### src/rtl/ro_meter_pkg.sv
// rtl/ro_meter_pkg.sv - shared FSM encoding and default parameters for the ring-oscillator meter
package ro_meter_pkg;

   localparam int GATE_CYCLES_DEF   = 1000;
   localparam int WARMUP_CYCLES_DEF = 16;
   localparam int CNT_WIDTH_DEF     = 16;
   localparam int TIMER_WIDTH       = 16;

   typedef enum logic [1:0] {
      IDLE   = 2'd0,
      WARMUP = 2'd1,
      GATE   = 2'd2,
      DONE   = 2'd3
   } state_t;

endpackage

### src/rtl/ro_meter_ctrl_if.sv
// rtl/ro_meter_ctrl_if.sv - request/result bundle between a host and the ring-oscillator meter
interface ro_meter_ctrl_if #(
   parameter int CNT_WIDTH = 16
);
   logic                 meas_start;
   logic                 abort;
   logic                 busy;
   logic                 done;
   logic [CNT_WIDTH-1:0] count;
   logic                 overflow;

   modport master (
      output meas_start, abort,
      input  busy, done, count, overflow
   );

   modport slave (
      input  meas_start, abort,
      output busy, done, count, overflow
   );
endinterface

### src/rtl/ro_meter_ctrl_sync_edge_det.sv
// rtl/ro_meter_ctrl_sync_edge_det.sv - two-flop synchronizer plus rising-edge pulse for the oscillator input
module sync_edge_det (
   input  logic clk,
   input  logic rst_n,
   input  logic async_in,
   output logic pulse
);
   logic meta_q;
   logic sync_q;
   logic prev_q;

   always_ff @(posedge clk) begin
      if (!rst_n) begin
         meta_q <= 1'b0;
         sync_q <= 1'b0;
         prev_q <= 1'b0;
      end else begin
         meta_q <= async_in;
         sync_q <= meta_q;
         prev_q <= sync_q;
      end
   end

   assign pulse = sync_q & ~prev_q;
endmodule

### src/rtl/ro_meter_ctrl.sv
// rtl/ro_meter_ctrl.sv - gated ring-oscillator edge counter; RO_METER_CONT_EN adds back-to-back windows via cont
import ro_meter_pkg::*;

module ro_meter_ctrl #(
   parameter int GATE_CYCLES   = GATE_CYCLES_DEF,
   parameter int WARMUP_CYCLES = WARMUP_CYCLES_DEF,
   parameter int CNT_WIDTH     = CNT_WIDTH_DEF
) (
   input  logic              clk,
   input  logic              rst_n,
`ifdef RO_METER_CONT_EN
   input  logic              cont,
`endif
   input  logic              ro_clk,
   output logic              ro_start,
   ro_meter_ctrl_if.slave    bus
);
   localparam logic [TIMER_WIDTH-1:0] WARM_LOAD = TIMER_WIDTH'(WARMUP_CYCLES - 1);
   localparam logic [TIMER_WIDTH-1:0] GATE_LOAD = TIMER_WIDTH'(GATE_CYCLES - 1);
   localparam logic [CNT_WIDTH-1:0]   CNT_MAX   = '1;

   state_t                 state_q, state_d;
   logic [TIMER_WIDTH-1:0] timer_q, timer_d;
   logic [CNT_WIDTH-1:0]   cnt_q, cnt_d;
   logic                   ovf_q, ovf_d;
   logic [CNT_WIDTH-1:0]   count_q;
   logic                   overflow_q;
   logic                   done_q;
   logic                   ro_start_q, ro_start_d;
   logic                   edge_pulse;
   logic                   cont_en;
   logic                   enter_gate;
   logic                   enter_done;

`ifdef RO_METER_CONT_EN
   assign cont_en = cont;
`else
   assign cont_en = 1'b0;
`endif

   sync_edge_det u_sync (
      .clk      (clk),
      .rst_n    (rst_n),
      .async_in (ro_clk),
      .pulse    (edge_pulse)
   );

   always_comb begin
      state_d = state_q;
      timer_d = timer_q;
      case (state_q)
         IDLE: begin
            // abort outranks a simultaneous start request
            if (bus.meas_start && !bus.abort) begin
               state_d = WARMUP;
               timer_d = WARM_LOAD;
            end
         end
         WARMUP: begin
            if (bus.abort) begin
               state_d = IDLE;
            end else if (timer_q == '0) begin
               state_d = GATE;
               timer_d = GATE_LOAD;
            end else begin
               timer_d = timer_q - 1'b1;
            end
         end
         GATE: begin
            if (bus.abort) begin
               state_d = IDLE;
            end else if (timer_q == '0) begin
               state_d = DONE;
            end else begin
               timer_d = timer_q - 1'b1;
            end
         end
         DONE: begin
            if (cont_en && !bus.abort) begin
               state_d = GATE;
               timer_d = GATE_LOAD;
            end else begin
               state_d = IDLE;
            end
         end
         default: state_d = IDLE;
      endcase
   end

   assign enter_gate = (state_d == GATE) && (state_q != GATE);
   assign enter_done = (state_d == DONE) && (state_q != DONE);

   always_comb begin
      cnt_d = cnt_q;
      ovf_d = ovf_q;
      if (enter_gate) begin
         cnt_d = '0;
         ovf_d = 1'b0;
      end else if ((state_q == GATE) && edge_pulse) begin
         if (cnt_q == CNT_MAX) begin
            ovf_d = 1'b1;
         end else begin
            cnt_d = cnt_q + 1'b1;
         end
      end
   end

   // in continuous mode the oscillator keeps running through the one-cycle DONE
   assign ro_start_d = (state_d == WARMUP) || (state_d == GATE) ||
                       ((state_d == DONE) && cont_en);

   always_ff @(posedge clk) begin
      if (!rst_n) begin
         state_q    <= IDLE;
         timer_q    <= '0;
         cnt_q      <= '0;
         ovf_q      <= 1'b0;
         count_q    <= '0;
         overflow_q <= 1'b0;
         done_q     <= 1'b0;
         ro_start_q <= 1'b0;
      end else begin
         state_q    <= state_d;
         timer_q    <= timer_d;
         cnt_q      <= cnt_d;
         ovf_q      <= ovf_d;
         done_q     <= enter_done;
         ro_start_q <= ro_start_d;
         if (enter_done) begin
            count_q    <= cnt_d;
            overflow_q <= ovf_d;
         end
      end
   end

   assign ro_start     = ro_start_q;
   assign bus.busy     = (state_q != IDLE);
   assign bus.done     = done_q;
   assign bus.count    = count_q;
   assign bus.overflow = overflow_q;
endmodule

### src/flat_wrapper.sv
// flat-port wrapper written by rule: the top's interface ports become plain ports
module ro_meter_ctrl_flat 
#(
   parameter int GATE_CYCLES   = GATE_CYCLES_DEF,
   parameter int WARMUP_CYCLES = WARMUP_CYCLES_DEF,
   parameter int CNT_WIDTH     = CNT_WIDTH_DEF
)
  (clk, rst_n, ro_clk, ro_start, bus_meas_start, bus_abort, bus_busy, bus_done, bus_count, bus_overflow);
  ro_meter_ctrl_if #(.CNT_WIDTH(CNT_WIDTH)) bus_i ();
  input  logic clk;
  input  logic rst_n;
  input  logic ro_clk;
  output logic ro_start;
  input wire logic [$bits(bus_i.meas_start)-1:0] bus_meas_start;
  input wire logic [$bits(bus_i.abort)-1:0] bus_abort;
  output wire logic [$bits(bus_i.busy)-1:0] bus_busy;
  output wire logic [$bits(bus_i.done)-1:0] bus_done;
  output wire logic [$bits(bus_i.count)-1:0] bus_count;
  output wire logic [$bits(bus_i.overflow)-1:0] bus_overflow;
  assign bus_i.meas_start = bus_meas_start;
  assign bus_i.abort = bus_abort;
  assign bus_busy = bus_i.busy;
  assign bus_done = bus_i.done;
  assign bus_count = bus_i.count;
  assign bus_overflow = bus_i.overflow;
  ro_meter_ctrl #(.GATE_CYCLES(GATE_CYCLES), .WARMUP_CYCLES(WARMUP_CYCLES), .CNT_WIDTH(CNT_WIDTH)) u_core (.clk(clk), .rst_n(rst_n), .ro_clk(ro_clk), .ro_start(ro_start), .bus(bus_i));
endmodule
### config.mk
export PLATFORM = sky130hd
export DESIGN_NAME = ro_meter_ctrl_flat
export DESIGN_NICKNAME = d
export VERILOG_FILES = /design/src/rtl/ro_meter_pkg.sv /design/src/rtl/ro_meter_ctrl_if.sv /design/src/rtl/ro_meter_ctrl_sync_edge_det.sv /design/src/rtl/ro_meter_ctrl.sv /design/src/flat_wrapper.sv
export SDC_FILE = /design/constraint.sdc
export NUM_CORES = 1
export LEC_CHECK = 0
export ABC_AREA = 1
export CAP_MARGIN = 0
export CORE_AREA = 4 4 79 81
export DETAILED_ROUTE_END_ITERATION = 16
export DIE_AREA = 0 0 83 85
export PLACE_DENSITY = 0.8
export RECOVER_POWER = 25
export SYNTH_ARGS = -nofsm -noshare
export SYNTH_HDL_FRONTEND = slang
export SYNTH_SLANG_ARGS = --single-unit
### constraint.sdc
create_clock -name clk -period 4.17 [get_ports clk]
set_input_delay 0.834 -clock clk [delete_from_list [all_inputs] [get_ports clk]]
set_output_delay 0.834 -clock clk [all_outputs]
set_load 0.03 [all_outputs]
* After elaboration in Yosys (flattened, before gate mapping)
Index checks and enable logic that the tools add are counted.
** Word-level totals
- Bits in registers :: 57
- Output and inout port bits :: 20
** Operators by class
- Add/subtract/negate cells :: 2
- Equality and inequality tests :: 13
- Muxes and demuxes :: 18
- Bitwise operators :: 3
- Reduce and logical (&&, ||, !) cells :: 10
** Operators with widths (count)
- two-way mux 16 bit :: 8
- case mux 16 bit (3 select lines) :: 1
- adder 16 x 1 -> 16 bit, second input constant :: 1
- equality test 16 bit, second input constant :: 1
- zero test 16 bit :: 1
- subtractor 16 x 1 -> 16 bit, second input constant :: 1
- two-way mux 2 bit :: 5
- inequality test 2 bit, second input constant :: 5
- equality test 2 bit, second input constant :: 4
- case mux 2 bit (4 select lines) :: 1
- AND reduction 5 bit :: 1
- equality test 2 x 1 -> 1 bit, second input constant :: 2
- logical AND 1 bit :: 4
- two-way mux 1 bit :: 3
- zero test 2 bit :: 1
- inequality test 2 x 1 -> 1 bit, second input constant :: 1
- inverter 1 bit :: 2
- nonzero test 2 bit :: 1
- AND 1 bit :: 1
- zero test 1 bit :: 1
- logical OR 1 bit :: 1

* Longest topological paths before layout
- Depth in word-level cells :: 7
- Gate-level depth with buffers :: 14
- Depth with buffers taken out :: 13

* Modules after synthesis
From an unflattened synthesis, not the netlist that was laid out.
** Unflattened totals
- Cell total of the unflattened synthesis :: 466
- Area, all modules :: 3154.3 um^2
** Modules (own cells, without submodules)
- ro_meter_ctrl :: instances 1, cells each 455, area each 3061.7 um^2, seq. area each 1081.0 um^2
- sync_edge_det :: instances 1, cells each 11, area each 92.6 um^2, seq. area each 60.1 um^2

* Least setup slack after synthesis
OpenSTA, ideal clock, no wires.
- Path kind :: flip-flop to flip-flop
- Start point :: register u_core.state_q[0]
- End point :: register u_core.count_q[13] (netlist: u_core.bus.count[13])
- Setup time :: 0.129 ns
- Data arrival time :: 2.149 ns
- Slack :: 1.892 ns
- Cell stages (with the launch flop) :: 13
- Buffers on the path :: 1
- Period minus slack after synthesis :: 2.278 ns
- Cell sequence :: dfxtp_1 > inv_1 > ha_1 > nor2_1 > inv_1 > nand3_1 > nand2_1 > ha_1 > nand2_1 > inv_1 > clkbuf_1 > o21ai_0 > a21oi_2
** On the way
- Elaborated cells between the ends (all ways) :: 19
** RTL lines
- start: declaration :: RTL line ro_meter_ctrl.sv:22 : state_t state_q, state_d;
- start signal: assignment :: RTL line ro_meter_ctrl.sv:123 : state_q <= state_d;
- equality test 2 bit (tied with other cells) :: RTL line ro_meter_ctrl.sv:51 : case (state_q)
- case mux 2 bit (4 select lines) * :: RTL line ro_meter_ctrl.sv:51
- net u_core.state_d[1] :: RTL line ro_meter_ctrl.sv:22
- equality test 2 bit :: RTL line ro_meter_ctrl.sv:90 : assign enter_gate = (state_d == GATE) && (state_q != GATE);
- logical AND 1 bit :: RTL line ro_meter_ctrl.sv:90
- two-way mux 16 bit :: RTL line ro_meter_ctrl.sv:96 : if (enter_gate) begin
- end signal: assignment :: RTL line ro_meter_ctrl.sv:130 : count_q <= cnt_d;
- end: declaration :: RTL line ro_meter_ctrl.sv:26 : logic [CNT_WIDTH-1:0] count_q;
The timed path passes the listed nets; every way through them passes the cells marked *.
A chain may end at the register's enable or synchronous reset.

* Final worst setup path
- Start point :: input rst_n
- End point :: register u_core.timer_q[6]
** RTL lines
- start: declaration :: RTL line flat_wrapper.sv:11 : input logic rst_n;
- end signal: assignment :: RTL line ro_meter_ctrl.sv:124 : timer_q <= timer_d;
- end: declaration :: RTL line ro_meter_ctrl.sv:23 : logic [TIMER_WIDTH-1:0] timer_q, timer_d;
No word-level cell between the ends.

==> metrics <==
area leader, netlist=dfxtp_1; HP Class=flop to flop; Async SR Flop Fraction=0; Reg area=1140 um2; CTS Hold Bufs=0; top cell type's share of synthesized area=0.348; Least-Margin Pin Slew=1.47 ns; Reg2Reg Setup Slack=1.32 ns; Worst setup EP type=flop; warning count from the yosys run=0; Worst Skew=0.00901 ns; area of the die=7060 um2; number of global-route vias before repair=2968; Clk pin slew, worst setup/hold paths=0.06 ns; core area=5470 um2; Slew Viols, Final=0; Power Dens Cells=320 nW/um2; worst rel slew slack=0.0205; crit path DAT=3.27 ns; Post-DRT Antenna Nets=0; CTS HTree Levels=3; most common cell in the netlist=nand2_1; Max Root-Sink Buffers=2; Post-Route Setup TNS=0 ns; area of the multi-input gates=1850 um2; mapped cell area=3280 um2; CP startpoint=rst_n; CTS tree=yes; post-DR wirelength/cell=12.9 um; crit-path max FO=33; Worst-Skew Late Latency=0.34 ns; die width=83 um; Max VDD drop=0.210 mV; ranking of synthesized cells by area=dfxtp_1 (35%), nand2_1 (12%), nand3_1 (8.1%); drt pass-1 iters=4; R2R Path Start=u_core.state_q[0]; initial drt markers=123; count of final hold-check violations=0; Final period util=0.728; IO buf count=24; gr usage total=0.216; post-cts sizing count=0; Hold EP=u_core.u_sync.sync_q; height of the die=85 um; Final GP Congestion=0.948; Worst setup SP type=input pin; share of layout cells above drive strength 1=0.0974; setup bufs post-CTS=0; # diodes=0; Total Wirelength=7.42 mm; IO Pins=25; Pleak=1.66 nW; number of synthesized flops with an enable pin=0; # DRC=0; max cap viols=0; synth unique cells=34; fmax=330 MHz; Crit Path Category=input pin to flop; root buffer cell=clkbuf_8; starting density of the core=0.599; post-synthesis instance total=475; Final HPWL DP=5.42 mm; Fill cells=506; Register-to-Register Path Depth=11; Hold Startpoint=u_core.u_sync.meta_q; routed vias/inst=5.34; initial antenna violation count=0; RSZ-0062 raised after global routing=false; ys flop type=dfxtp_1; Final Non-Filler Cells=575; Syn Area/Cell=6.91 um2; hold path cells=2; first-pass GRT wire length=12.7 mm; placed cells=560; Sink Count=57; cell area after placement=3550 um2; placement row count=27; fin crit period=3.03 ns; sequential fraction of the synthesis area=0.348; Final setup viols=0; top post-synthesis cells by count=nand2_1 (109), nor2_1 (61), dfxtp_1 (57); Vias=3070; reg-to-reg endpoint=u_core.bus.count[15]; Layout Nets=514; post-route design area=3710 um2; synth-to-layout area growth=13.0%; GR Overflow Total=0; synthesis-stage register bit count=57; cts bufs inserted=9; syn nets=490; WP data required=4.41 ns; largest net degree at the start of global routing=34; status=finished clean
## critical path: stages
cell,delay [ns]
dlygate4sd3_1,0.52
clkbuf_1,0.72
clkinv_1,0.22
clkbuf_1,0.63
a21oi_1,0.34
## sequential cells by signal (all words and copies together) (netlist names), 2 cells and up
name              count
u_core.bus.count     16
u_core.timer_q       16
u_core.state_q        2
u_core.cnt_q         16
## cells in the final DEF, fill, tap and decap left out, types with 4 or more instances in the layout
master,netlist,layout
dlygate4sd3_1,0,6
xor2_1,7,7
clkdlybuf4s50_1,0,18
ha_1,10,10
clkinv_2,0,4
nand2_1,109,109
o21ai_0,15,15
a21oi_2,4,4
nor2_2,6,6
a21oi_1,23,23
nor2_4,6,6
nand3_2,6,6
inv_1,51,51
o211ai_1,9,9
inv_2,5,5
dfxtp_1,57,57
nand3_1,53,53
nand4_1,14,14
nor3_1,4,4
clkbuf_8,0,10
nor2_1,61,61
## final cells by class
type / count / share of cell area
clock inverters: 4 / 0.00540
inverters: 58 / 0.0587
flip-flops and latches: 57 / 0.308
repair buffers: 26 / 0.0668
multi-input cells: 347 / 0.499
well taps: 72 / 0.0243
clock buffers: 11 / 0.0382
## logic make-up (layout without fill, tap and decap cells)
logic type | count (synthesis) | after routing | share of synthesized area
simple gates | 270 | 270 | 0.397
buf+inv | 71 | 99 | 0.0889
compound gates | 59 | 59 | 0.106
flops | 57 | 57 | 0.348
fa+ha+maj | 10 | 10 | 0.0381
xor+xnor | 8 | 8 | 0.0214
## power breakdown
part | internal [mW] | switching [mW]
sequential | 0.555 | 0.00947
clock | 0.224 | 0.212
combinational | 0.0615 | 0.124
total | 0.840 | 0.346
## per-layer routing
metal / vias to the layer above / GRT usage / part of all wire
met2: 62 / 0.380 / 0.48
met3: 18 / 0.0476 / 0.043
li1: 1602 / - / -
met1: 1388 / 0.249 / 0.45
met5: - / 0 / 0
met4: 0 / 0.105 / 0.024
## worst max-delay path by stage
| stage | depth (start not counted) | to | slack [ns] |
|---|---|---|---|
| 3_3_place_gp | 11 | u_core.bus.count[12] | 1.18 |
| 4_1_cts | 11 | u_core.bus.count[15] | 1.34 |
| 3_5_place_dp | 11 | u_core.bus.count[15] | 1.09 |
| 2_1_floorplan | 12 | u_core.bus.count[13] | 1.89 |
| 5_1_grt | 5 | u_core.timer_q[6] | 0.86 |
| 6_report | 5 | u_core.timer_q[6] | 1.14 |
## through the flow
step / hold WS, ns / setup slack, ns / power (mW) / utilization
2_1_floorplan: 0.390 / 1.89 / 0.720 / -
3_3_place_gp: 0.409 / 1.18 / 0.754 / 0.649
3_5_place_dp: 0.411 / 1.09 / 0.759 / 0.649
4_1_cts: 0.422 / 1.34 / 1.19 / 0.679
5_1_grt: 0.439 / 0.861 / 1.24 / 0.677
6_report: 0.419 / 1.14 / 1.19 / 0.677
Note: power is estimated with default switching activity, not from simulation.
